`config.mk`:
```
export PLATFORM = sky130hd
export DESIGN_NAME = mem_arbiter
export DESIGN_NICKNAME = d
export VERILOG_FILES = /design/src/rtl/mem_arbiter_pkg.sv /design/src/rtl/mem_arbiter_rr_picker.sv /design/src/rtl/mem_arbiter.sv
export SDC_FILE = /design/constraint.sdc
export NUM_CORES = 1
export LEC_CHECK = 0
export BUFFER_PORTS_ARGS = -buffer_cell sky130_fd_sc_hd__buf_2
export CAP_MARGIN = 25
export CORE_ASPECT_RATIO = 1.1
export CORE_UTILIZATION = 44
export CTS_BUF_LIST = sky130_fd_sc_hd__clkbuf_4 sky130_fd_sc_hd__clkbuf_8 sky130_fd_sc_hd__clkbuf_16
export DETAILED_ROUTE_END_ITERATION = 7
export PLACE_DENSITY = 0.78
export RECOVER_POWER = 25
export SLEW_MARGIN = 20
export SYNTH_ARGS = -nofsm -noshare
export SYNTH_HDL_FRONTEND = slang
export SYNTH_SLANG_ARGS = --single-unit
```
`constraint.sdc`:
```
create_clock -name clk -period 5.78 [get_ports clk]
set_input_delay 0 -clock clk [delete_from_list [all_inputs] [get_ports clk]]
set_output_delay 0 -clock clk [all_outputs]
set_load 0.03 [all_outputs]
```
`src/rtl/mem_arbiter_pkg.sv`:
```
// rtl/mem_arbiter_pkg.sv - shared types and constants for the memory port arbiter
package mem_arbiter_pkg;

  localparam int MEM_ADDR_W      = 8;
  localparam int MEM_DATA_W      = 16;
  localparam int NUM_REQ_DEFAULT = 5;

  localparam int REQ_MTU     = 0;
  localparam int REQ_EXECUTE = 1;
  localparam int REQ_CELL    = 2;
  localparam int REQ_INCR    = 3;
  localparam int REQ_EQUAL   = 4;

  localparam logic [1:0] MEM_FUNC_READ  = 2'd0;
  localparam logic [1:0] MEM_FUNC_WRITE = 2'd1;
  localparam logic [1:0] MEM_FUNC_INCR  = 2'd2;
  localparam logic [1:0] MEM_FUNC_EQUAL = 2'd3;

  typedef enum logic [2:0] {
    ST_IDLE      = 3'd0,
    ST_ISSUE     = 3'd1,
    ST_WAIT_BUSY = 3'd2,
    ST_WAIT_DONE = 3'd3,
    ST_RESP      = 3'd4
  } arb_state_t;

  function automatic int idx_width(input int n);
    return (n > 1) ? $clog2(n) : 1;
  endfunction

endpackage

```
`src/rtl/mem_arbiter_rr_picker.sv`:
```
// rtl/mem_arbiter_rr_picker.sv - combinational round-robin priority encoder
module rr_picker #(
  parameter int NUM_REQ = 5,
  parameter int IDX_W   = 3
) (
  input  logic [NUM_REQ-1:0] req,
  input  logic [IDX_W-1:0]   rr_ptr,
  output logic [NUM_REQ-1:0] pick_onehot,
  output logic [IDX_W-1:0]   pick_idx,
  output logic               pick_valid
);

  // Scan starting at rr_ptr and wrapping; the first set request wins.
  always_comb begin
    int cand;
    pick_onehot = '0;
    pick_idx    = '0;
    pick_valid  = 1'b0;
    cand        = 0;
    for (int i = 0; i < NUM_REQ; i++) begin
      cand = (int'(rr_ptr) + i) % NUM_REQ;
      if (!pick_valid && req[cand]) begin
        pick_valid        = 1'b1;
        pick_onehot[cand] = 1'b1;
        pick_idx          = cand[IDX_W-1:0];
      end
    end
  end

endmodule

```
`src/rtl/mem_arbiter.sv`:
```
// rtl/mem_arbiter.sv - round-robin arbiter and sequencer for the shared memory_unit port
module mem_arbiter
  import mem_arbiter_pkg::*;
#(
  parameter int NUM_REQ = NUM_REQ_DEFAULT,
  parameter int ADDR_W  = MEM_ADDR_W,
  parameter int DATA_W  = MEM_DATA_W
) (
  input  logic                      clk,
  input  logic                      rst,
  input  logic [NUM_REQ-1:0]        req,
  input  logic [NUM_REQ-1:0]        lock,
  input  logic [2*NUM_REQ-1:0]      func_in,
  input  logic [ADDR_W*NUM_REQ-1:0] addr1_in,
  input  logic [ADDR_W*NUM_REQ-1:0] addr2_in,
  input  logic [DATA_W*NUM_REQ-1:0] wdata_in,
  output logic [NUM_REQ-1:0]        grant,
  output logic [NUM_REQ-1:0]        done,
  output logic [DATA_W-1:0]         rdata1,
  output logic [DATA_W-1:0]         rdata2,
  output logic [1:0]                mem_func,
  output logic                      mem_execute,
  output logic [ADDR_W-1:0]         mem_address1,
  output logic [ADDR_W-1:0]         mem_address2,
  output logic [DATA_W-1:0]         mem_write_data,
  input  logic                      mem_ready,
  input  logic [DATA_W-1:0]         mem_read_data1,
  input  logic [DATA_W-1:0]         mem_read_data2,
  output logic                      busy
);

  localparam int IDX_W = idx_width(NUM_REQ);

  arb_state_t         state;
  arb_state_t         state_nxt;
  logic [IDX_W-1:0]   rr_ptr;
  logic [IDX_W-1:0]   owner;
  logic [NUM_REQ-1:0] grant_q;
  logic [1:0]         func_q;
  logic [ADDR_W-1:0]  addr1_q;
  logic [ADDR_W-1:0]  addr2_q;
  logic [DATA_W-1:0]  wdata_q;
  logic [DATA_W-1:0]  rdata1_q;
  logic [DATA_W-1:0]  rdata2_q;

  logic [NUM_REQ-1:0] pick_onehot;
  logic [IDX_W-1:0]   pick_idx;
  logic               pick_valid;
  logic               start;
  logic               relock;
  logic [IDX_W-1:0]   ptr_after_owner;

  logic [IDX_W-1:0]   cmd_sel;
  logic [1:0]         sel_func;
  logic [ADDR_W-1:0]  sel_addr1;
  logic [ADDR_W-1:0]  sel_addr2;
  logic [DATA_W-1:0]  sel_wdata;

  rr_picker #(
    .NUM_REQ (NUM_REQ),
    .IDX_W   (IDX_W)
  ) u_rr_picker (
    .req         (req),
    .rr_ptr      (rr_ptr),
    .pick_onehot (pick_onehot),
    .pick_idx    (pick_idx),
    .pick_valid  (pick_valid)
  );

  assign start           = mem_ready && pick_valid;
  assign relock          = lock[owner] && req[owner];
  assign ptr_after_owner = (owner == IDX_W'(NUM_REQ - 1)) ? '0 : owner + 1'b1;

  // A locked re-issue reloads from the current owner; otherwise from the new pick.
  always_comb begin
    cmd_sel   = (state == ST_RESP) ? owner : pick_idx;
    sel_func  = func_in[int'(cmd_sel)*2 +: 2];
    sel_addr1 = addr1_in[int'(cmd_sel)*ADDR_W +: ADDR_W];
    sel_addr2 = addr2_in[int'(cmd_sel)*ADDR_W +: ADDR_W];
    sel_wdata = wdata_in[int'(cmd_sel)*DATA_W +: DATA_W];
  end

  always_ff @(posedge clk) begin
    if (rst) begin
      state <= ST_IDLE;
    end else begin
      state <= state_nxt;
    end
  end

  always_comb begin
    state_nxt = state;
    case (state)
      ST_IDLE:      if (start) state_nxt = ST_ISSUE;
      ST_ISSUE:     state_nxt = ST_WAIT_BUSY;
      ST_WAIT_BUSY: if (!mem_ready) state_nxt = ST_WAIT_DONE;
      ST_WAIT_DONE: if (mem_ready) state_nxt = ST_RESP;
      ST_RESP:      state_nxt = relock ? ST_ISSUE : ST_IDLE;
      default:      state_nxt = ST_IDLE;
    endcase
  end

  always_comb begin
    mem_execute = (state == ST_ISSUE);
    busy        = (state != ST_IDLE);
    done        = (state == ST_RESP) ? grant_q : '0;
  end

  // Command fields are frozen between grant/re-issue so requester edits are ignored.
  always_ff @(posedge clk) begin
    if (rst) begin
      rr_ptr   <= '0;
      owner    <= '0;
      grant_q  <= '0;
      func_q   <= '0;
      addr1_q  <= '0;
      addr2_q  <= '0;
      wdata_q  <= '0;
      rdata1_q <= '0;
      rdata2_q <= '0;
    end else begin
      case (state)
        ST_IDLE: begin
          if (start) begin
            grant_q <= pick_onehot;
            owner   <= pick_idx;
            func_q  <= sel_func;
            addr1_q <= sel_addr1;
            addr2_q <= sel_addr2;
            wdata_q <= sel_wdata;
          end
        end
        ST_WAIT_DONE: begin
          if (mem_ready) begin
            rdata1_q <= mem_read_data1;
            rdata2_q <= mem_read_data2;
          end
        end
        ST_RESP: begin
          if (relock) begin
            func_q  <= sel_func;
            addr1_q <= sel_addr1;
            addr2_q <= sel_addr2;
            wdata_q <= sel_wdata;
          end else begin
            grant_q <= '0;
            rr_ptr  <= ptr_after_owner;
          end
        end
        default: ;
      endcase
    end
  end

  assign grant          = grant_q;
  assign rdata1         = rdata1_q;
  assign rdata2         = rdata2_q;
  assign mem_func       = func_q;
  assign mem_address1   = addr1_q;
  assign mem_address2   = addr2_q;
  assign mem_write_data = wdata_q;

endmodule

```
; Word level (Yosys, flattened, before mapping)
; Cells that the tools add are included.
[word_totals]
regBits = 80
input_bits = 215
out_inout_bits = 78
elab_cells = 141
[classes]
add_sub_neg = 5
div_mod_pow = 5
n_lt_le_gt_ge = 11
eq_ne = 10
n_shift = 4
muxes = 67
bitwise = 5
n_reduce_logical = 24
[op_table]
columns = cell, count
row1 = "32-bit by 1-bit >= comparator with 1-bit output, second input constant", 5
row2 = "32-bit by 5-bit less-than comparator with 1-bit output, second input constant", 5
row3 = "32-bit by 4-bit modulo with 32-bit output, second input constant", 4
row4 = 40-bit by 7-bit variable part select with 8-bit output, 2
row5 = 80-bit by 8-bit variable part select with 16-bit output, 1
row6 = 5-bit two-way mux, 8
row7 = "4-bit by 4-bit modulo with 32-bit output, second input constant", 1
row8 = 16-bit two-way mux, 2
row9 = 8-bit two-way mux, 4
row10 = 16-bit one-hot mux with 2 select lines, 1
row11 = 8-bit one-hot mux with 2 select lines, 2
row12 = 3-bit two-way mux, 10
row13 = 1-bit two-way mux, 23
row14 = 1-bit binary-select mux with 3-bit select, 7
row15 = 5-bit OR, 4
row16 = 1-bit demux with 3-bit select, 5
row17 = 3-bit one-hot mux with 5 select lines, 1
row18 = 1-bit logical AND, 11
row19 = "2-bit != test, second input constant", 5
row20 = 5-bit one-hot mux with 2 select lines, 1
row21 = 10-bit by 5-bit variable part select with 2-bit output, 1
row22 = 3-bit AND reduction, 3
row23 = "3-bit by 2-bit adder with 4-bit output, second input constant", 2
row24 = "3-bit by 2-bit equality test with 1-bit output, second input constant", 2
row25 = other kinds (14), 21

; Longest topological paths before layout
[logic_depth]
word_depth = 21
mapped_depth = 30
mapped_depth_nobuf = 21

; Hierarchy
; Synthesis repeated with hierarchy kept, for this count alone.
[unflattened]
cells_unflattened = 813
hier_area_um2 = 6508.7
[modules_own_cells]
columns = module, n_inst, cells_per_inst, area_per_inst_um2, seq_area_each_um2
row1 = mem_arbiter, 1, 479, 4225.3, 1601.5
row2 = rr_picker, 1, 334, 2283.4, 0.0

; Worst setup path before layout
; Ideal clock, no wire load.
[synth_timing]
path_kind = register to register
startpoint = reg rr_ptr[0]
endpoint = reg addr2_q[0] (netlist: mem_address2[0])
setup_ns = 0.144
arrival_ns = 6.177
required_ns = 5.636
path_slack_ns = -0.541
stages_incl_launch_ff = 30
path_buffers = 8
synth_period_minus_slack_ns = 6.321
cell_sequence = dfxtp_1 > buf_2 > buf_1 > clkbuf_1 > clkbuf_1 > inv_1 > ha_1 > clkbuf_1 > inv_1 > ha_1 > clkbuf_1 > inv_1 > ha_1 > or3_1 > clkbuf_1 > a21o_1 > nand2_1 > ha_1 > nand2b_1 > nand2_1 > a2bb2oi_1 > mux2_2 > a211o_1 > a41o_1 > a31oi_1 > a21oi_2 > buf_2 > mux2_2 > a22oi_1 > o221ai_2
[synth_between]
elab_chain_len = 21
word_cells_on_any_way = 50
classes_between = 4 x add/sub / 5 x div / 1 x eq/ne / 1 x shift / 29 x mux / 10 x reduce/logical
[synth_rtl]
columns = item, line
row1 = from (decl), mem_arbiter.sv:36  ; logic [IDX_W-1:0] rr_ptr;
row2 = from (signal assigned), mem_arbiter.sv:147  ; rr_ptr <= ptr_after_owner;
row3 = branches (longest 21 deep; another with 32-bit by 4-bit modulo with 32-bit output), -
row4 = to (signal assigned), mem_arbiter.sv:129  ; addr2_q <= sel_addr2;
row5 = to (signal assigned), mem_arbiter.sv:143  ; addr2_q <= sel_addr2;
row6 = to (decl), mem_arbiter.sv:41  ; logic [ADDR_W-1:0] addr2_q;
; Several ways; the timed one is not identified. The select of a mux whose other input is x is not followed.
; A chain may end at the register's enable or synchronous reset.

; Final worst setup path
[layout_timing]
startpoint = reg rr_ptr[1]
endpoint = reg wdata_q[1] (netlist: mem_write_data[1])
[layout_between]
elab_chain_len = 21
word_cells_on_any_way = 50
classes_between = 4 x add/sub / 5 x div / 1 x eq/ne / 1 x shift / 29 x mux / 10 x reduce/logical
[layout_rtl]
columns = item, line
row1 = branches (longest 21 deep; another with 32-bit by 4-bit modulo with 32-bit output), -
row2 = to (signal assigned), mem_arbiter.sv:130  ; wdata_q <= sel_wdata;
row3 = to (signal assigned), mem_arbiter.sv:144  ; wdata_q <= sel_wdata;
row4 = to (decl), mem_arbiter.sv:42  ; logic [DATA_W-1:0] wdata_q;
; Several ways; the timed one is not identified. The select of a mux whose other input is x is not followed.

==> flow_metrics.py <==
metrics = {
    "status": {
        "status": "complete, no violations",
    },
    "drt": {
        "wl_per_cell_um": 21.3,
        "drc": 0,
        "wirelength_um": 29900,
        "drtIter0Drc": 847,
        "vias": 8605,
        "dr.pass1.iters": 6,
        "vias_per_cell": 6.15,
        "final_antenna_net_count": 0,
    },
    "power": {
        "power_switching_mw": 0.614,
        "powerDensity_nw_per_um2": 183,
        "combPwrFrac": 0.318,
        "leakagePower_nw": 4.32,
        "power_mw": 1.79,
        "intPower_mw": 1.18,
        "ir_drop_mv": 0.153,
        "clkPwrFrac": 0.337,
        "sequentialPowerShare": 0.345,
        "power.share.switching": 0.343,
    },
    "critical_path": {
        "cp-end-kind": "register",
        "worst_ep_arrival_time_ns": 5.79,
        "critPathRequiredTime_ns": 6.00,
        "cp-start-kind": "register",
        "path_cells": "inv_1 -> buf_4 -> ha_1 -> nor3_1 -> nor2_1 -> xnor2_1 -> ha_2 -> nand2b_1 -> a21oi_2 -> xnor2_1 -> nand2_1 -> a311o_1 -> and4_1 -> nor4b_4 -> o32ai_4 -> buf_12 -> buf_4 -> mux2i_1 -> dlygate4sd3_1 -> o221ai_1",
        "cpPeakStageDelay_ns": 0.60,
        "crit_path_top_delay_cell": "dlygate4sd3_1",
        "critical_path_class": "register to register",
        "path_max_fanout": 21,
    },
    "timing": {
        "fin_crit_ns": 5.56,
        "finalMaxSlewViolations": 0,
        "slew_headroom": 0.558,
        "worst_pin_slew_ns": 0.663,
        "period_share": 0.963,
        "fmaxAchievable_mhz": 180,
        "finalHoldViolations": 0,
        "finalSetupViolations": 0,
        "clock-skew-final_ns": 0.00851,
        "hold_ws_ns": 0.00202,
    },
    "job": {
        "maxCapViolations": 0,
    },
    "logic_synthesis": {
        "synth_compound_area_frac": 0.291,
        "async_flop_share": 0,
        "synth_seq_cells": 80,
        "synth_nets": 1067,
        "syn_area_um2": 6680,
        "netlist-cell-type-count": 84,
        "synth_top_area_share": 0.240,
        "synth_warnings": 0,
        "ys_top_cells_by_area": "dfxtp_1 (24%), nand2_1 (7.9%), mux2i_1 (7.0%)",
        "synth_fa_ha_area_frac": 0.0573,
        "synth_top_family_by_area": "compound AO/OA/AOI/OAI gates",
        "synth_largest_area_cell": "dfxtp_1",
        "synth.avg_cell_area_um2": 8.12,
        "synth_flop_cell": "dfxtp_1",
        "syn_inst": 823,
        "ys_seq_area_frac": 0.240,
        "synthXorXnorAreaFrac": 0.0154,
        "synth.area.mux_share": 0.133,
        "synth-simple-area-share": 0.208,
        "synth_edf_count": 0,
    },
    "cells_and_area": {
        "fin_nets": 1443,
        "fin_area_um2": 9780,
        "final_common_cell": "buf_2",
        "syn2layout_area_growth_pct": 46.3,
        "layout-drive-gt1-share": 0.326,
        "final_cell_mix": "buf_2 (253), nand2_1 (141), dlygate4sd3_1 (110), dfxtp_1 (79), a21oi_1 (63)",
    },
    "clocking": {
        "clk_pin_slew_ns": 0.07,
        "cts_tree": "done",
        "insertion_delay_ns": 0.36,
        "htreeDepth": 3,
        "clk_path_buf_depth": 2,
        "numCtsBuffers": 9,
        "cts_sinks": 80,
        "cts_root_buf": "clkbuf_16",
    },
    "placed_design": {
        "hpwl_um": 19900,
        "postPlaceCellArea_um2": 8330,
        "gp_congestion": 1.02,
        "port-buffer-count": 292,
    },
    "global_route": {
        "gr-usage-all-layers": 0.366,
        "grt_pass1_wl_um": 44200,
        "overflow": 0,
        "antenna_found_initial": 5,
        "grt_max_degree": 51,
        "first_global_vias": 8302,
    },
    "floorplan": {
        "dieArea_um2": 15700,
        "core_area_um2": 14600,
        "initial_utilization": 0.457,
        "dieHeight_um": 131,
        "num_rows": 46,
        "ioPinCount": 293,
        "die_w_um": 120,
    },
    "worst_hold_path": {
        "hp-class": "primary input to register",
    },
}
worst paths after layout:
check	from	to	slack, ns	cells past startpoint
worst min register to register	rdata2[14]	rdata2[14]	0.45	2
worst max register to register	rr_ptr[1]	mem_write_data[1]	0.22	20
worst min-delay path	addr2_in[25]	mem_address2[1]	0.002	3
worst max-delay path	rr_ptr[1]	mem_write_data[1]	0.22	20
layout make-up:
cell class / instances / area, µm²
sequential: 80 / 1600
fill: 1161 / 4840
tap: 192 / 240
inverter: 22 / 82.6
antenna: 4 / 10.0
clock buffer: 9 / 225
multi-input combinational: 659 / 4780
timing repair buffer: 427 / 2760
clock inverter: 7 / 78.8
kinds of logic after synthesis:
kind of cell	count (synthesis)
simple gates	290
compound gates	244
buf+inv	84
mux	84
flops	80
fa+ha+maj	31
xor+xnor	10
flip-flops by register name (all words and copies together), names as in the netlist:
name,count
rdata1,16
rr_ptr,3
mem_address2,8
grant,5
rdata2,16
mem_address1,8
state,3
mem_write_data,16
mem_func,2
owner,3
critical path: cells and delay by family, from the launching register on:
family / cells / cell delay, ns
AOI/OAI and AO/OA: 4 / 1.08
xor gates and xnor gates: 2 / 0.58
adders and majority gates: 2 / 0.55
buffers and inverters: 5 / 1.40
DFF: 1 / 0.36
muxes: 1 / 0.28
and+or+nand+nor: 6 / 1.18
what timing repair did:
action                                  in CTS  in global routing
resized for setup                            0                 10
hold buffers                               110                  0
setup buffers                                0                  1
hold endpoints to repair                    65                  0
endpoints found under the setup margin       0                 20
routing by layer:
metal | global-route usage | part of all wire | vias to the layer above
met4 | 0.226 | 0.067 | 0
met3 | 0.102 | 0.11 | 168
met1 | 0.429 | 0.38 | 3983
met5 | 0 | 0 | -
li1 | - | - | 3815
met2 | 0.584 | 0.45 | 639
synth_stat cells, types with 3 or more instances:
library cell  number
nand2_1          141
a311oi_1           4
a211oi_1           9
xnor2_1            6
dfxtp_1           80
inv_1             20
mux2_2            37
o21ai_0           20
o221ai_1           5
a21oi_1           65
o311ai_0           3
or2_2              3
nor2_1            37
nor4b_1            4
buf_6              5
mux2i_1           47
nand3b_1           6
a2111oi_0          4
ha_1              29
o21a_1             5
a21o_1             6
a31oi_1            6
a32o_1             3
nor3b_1            4
nand2b_1          13
and2_1             5
nor2b_1           10
o31ai_1            7
nor3_1            16
a22oi_1           35
or3_1              7
o41ai_1            3
buf_2             14
o22ai_1            5
nand3_1           16
and3_1            11
buf_1              5
nand4_1            3
clkbuf_1          37
o221ai_2          30
power by group through the flow:
stage                     Combinational (mW)  Clock, mW  Sequential [mW]
after floorplan                        0.231          0            0.683
after global placement                 0.465          0            0.626
after detailed placement               0.472          0            0.625
after CTS                              0.539      0.605            0.615
after global routing                   0.596      0.627            0.621
final                                  0.570      0.604            0.618
per-stage QoR:
stage	TNS, ns	utilization	std cells	setup WS (ns)
final	0	0.669	1400	0.215
after global routing	-0.0159	0.669	1398	-0.0111
after CTS	0	0.666	1394	0.206
after detailed placement	0	0.570	1268	0.493
after global placement	0	0.570	1268	0.652
after floorplan	0	-	823	0.0138
No activity file was read; power rests on OpenSTA's default activity.
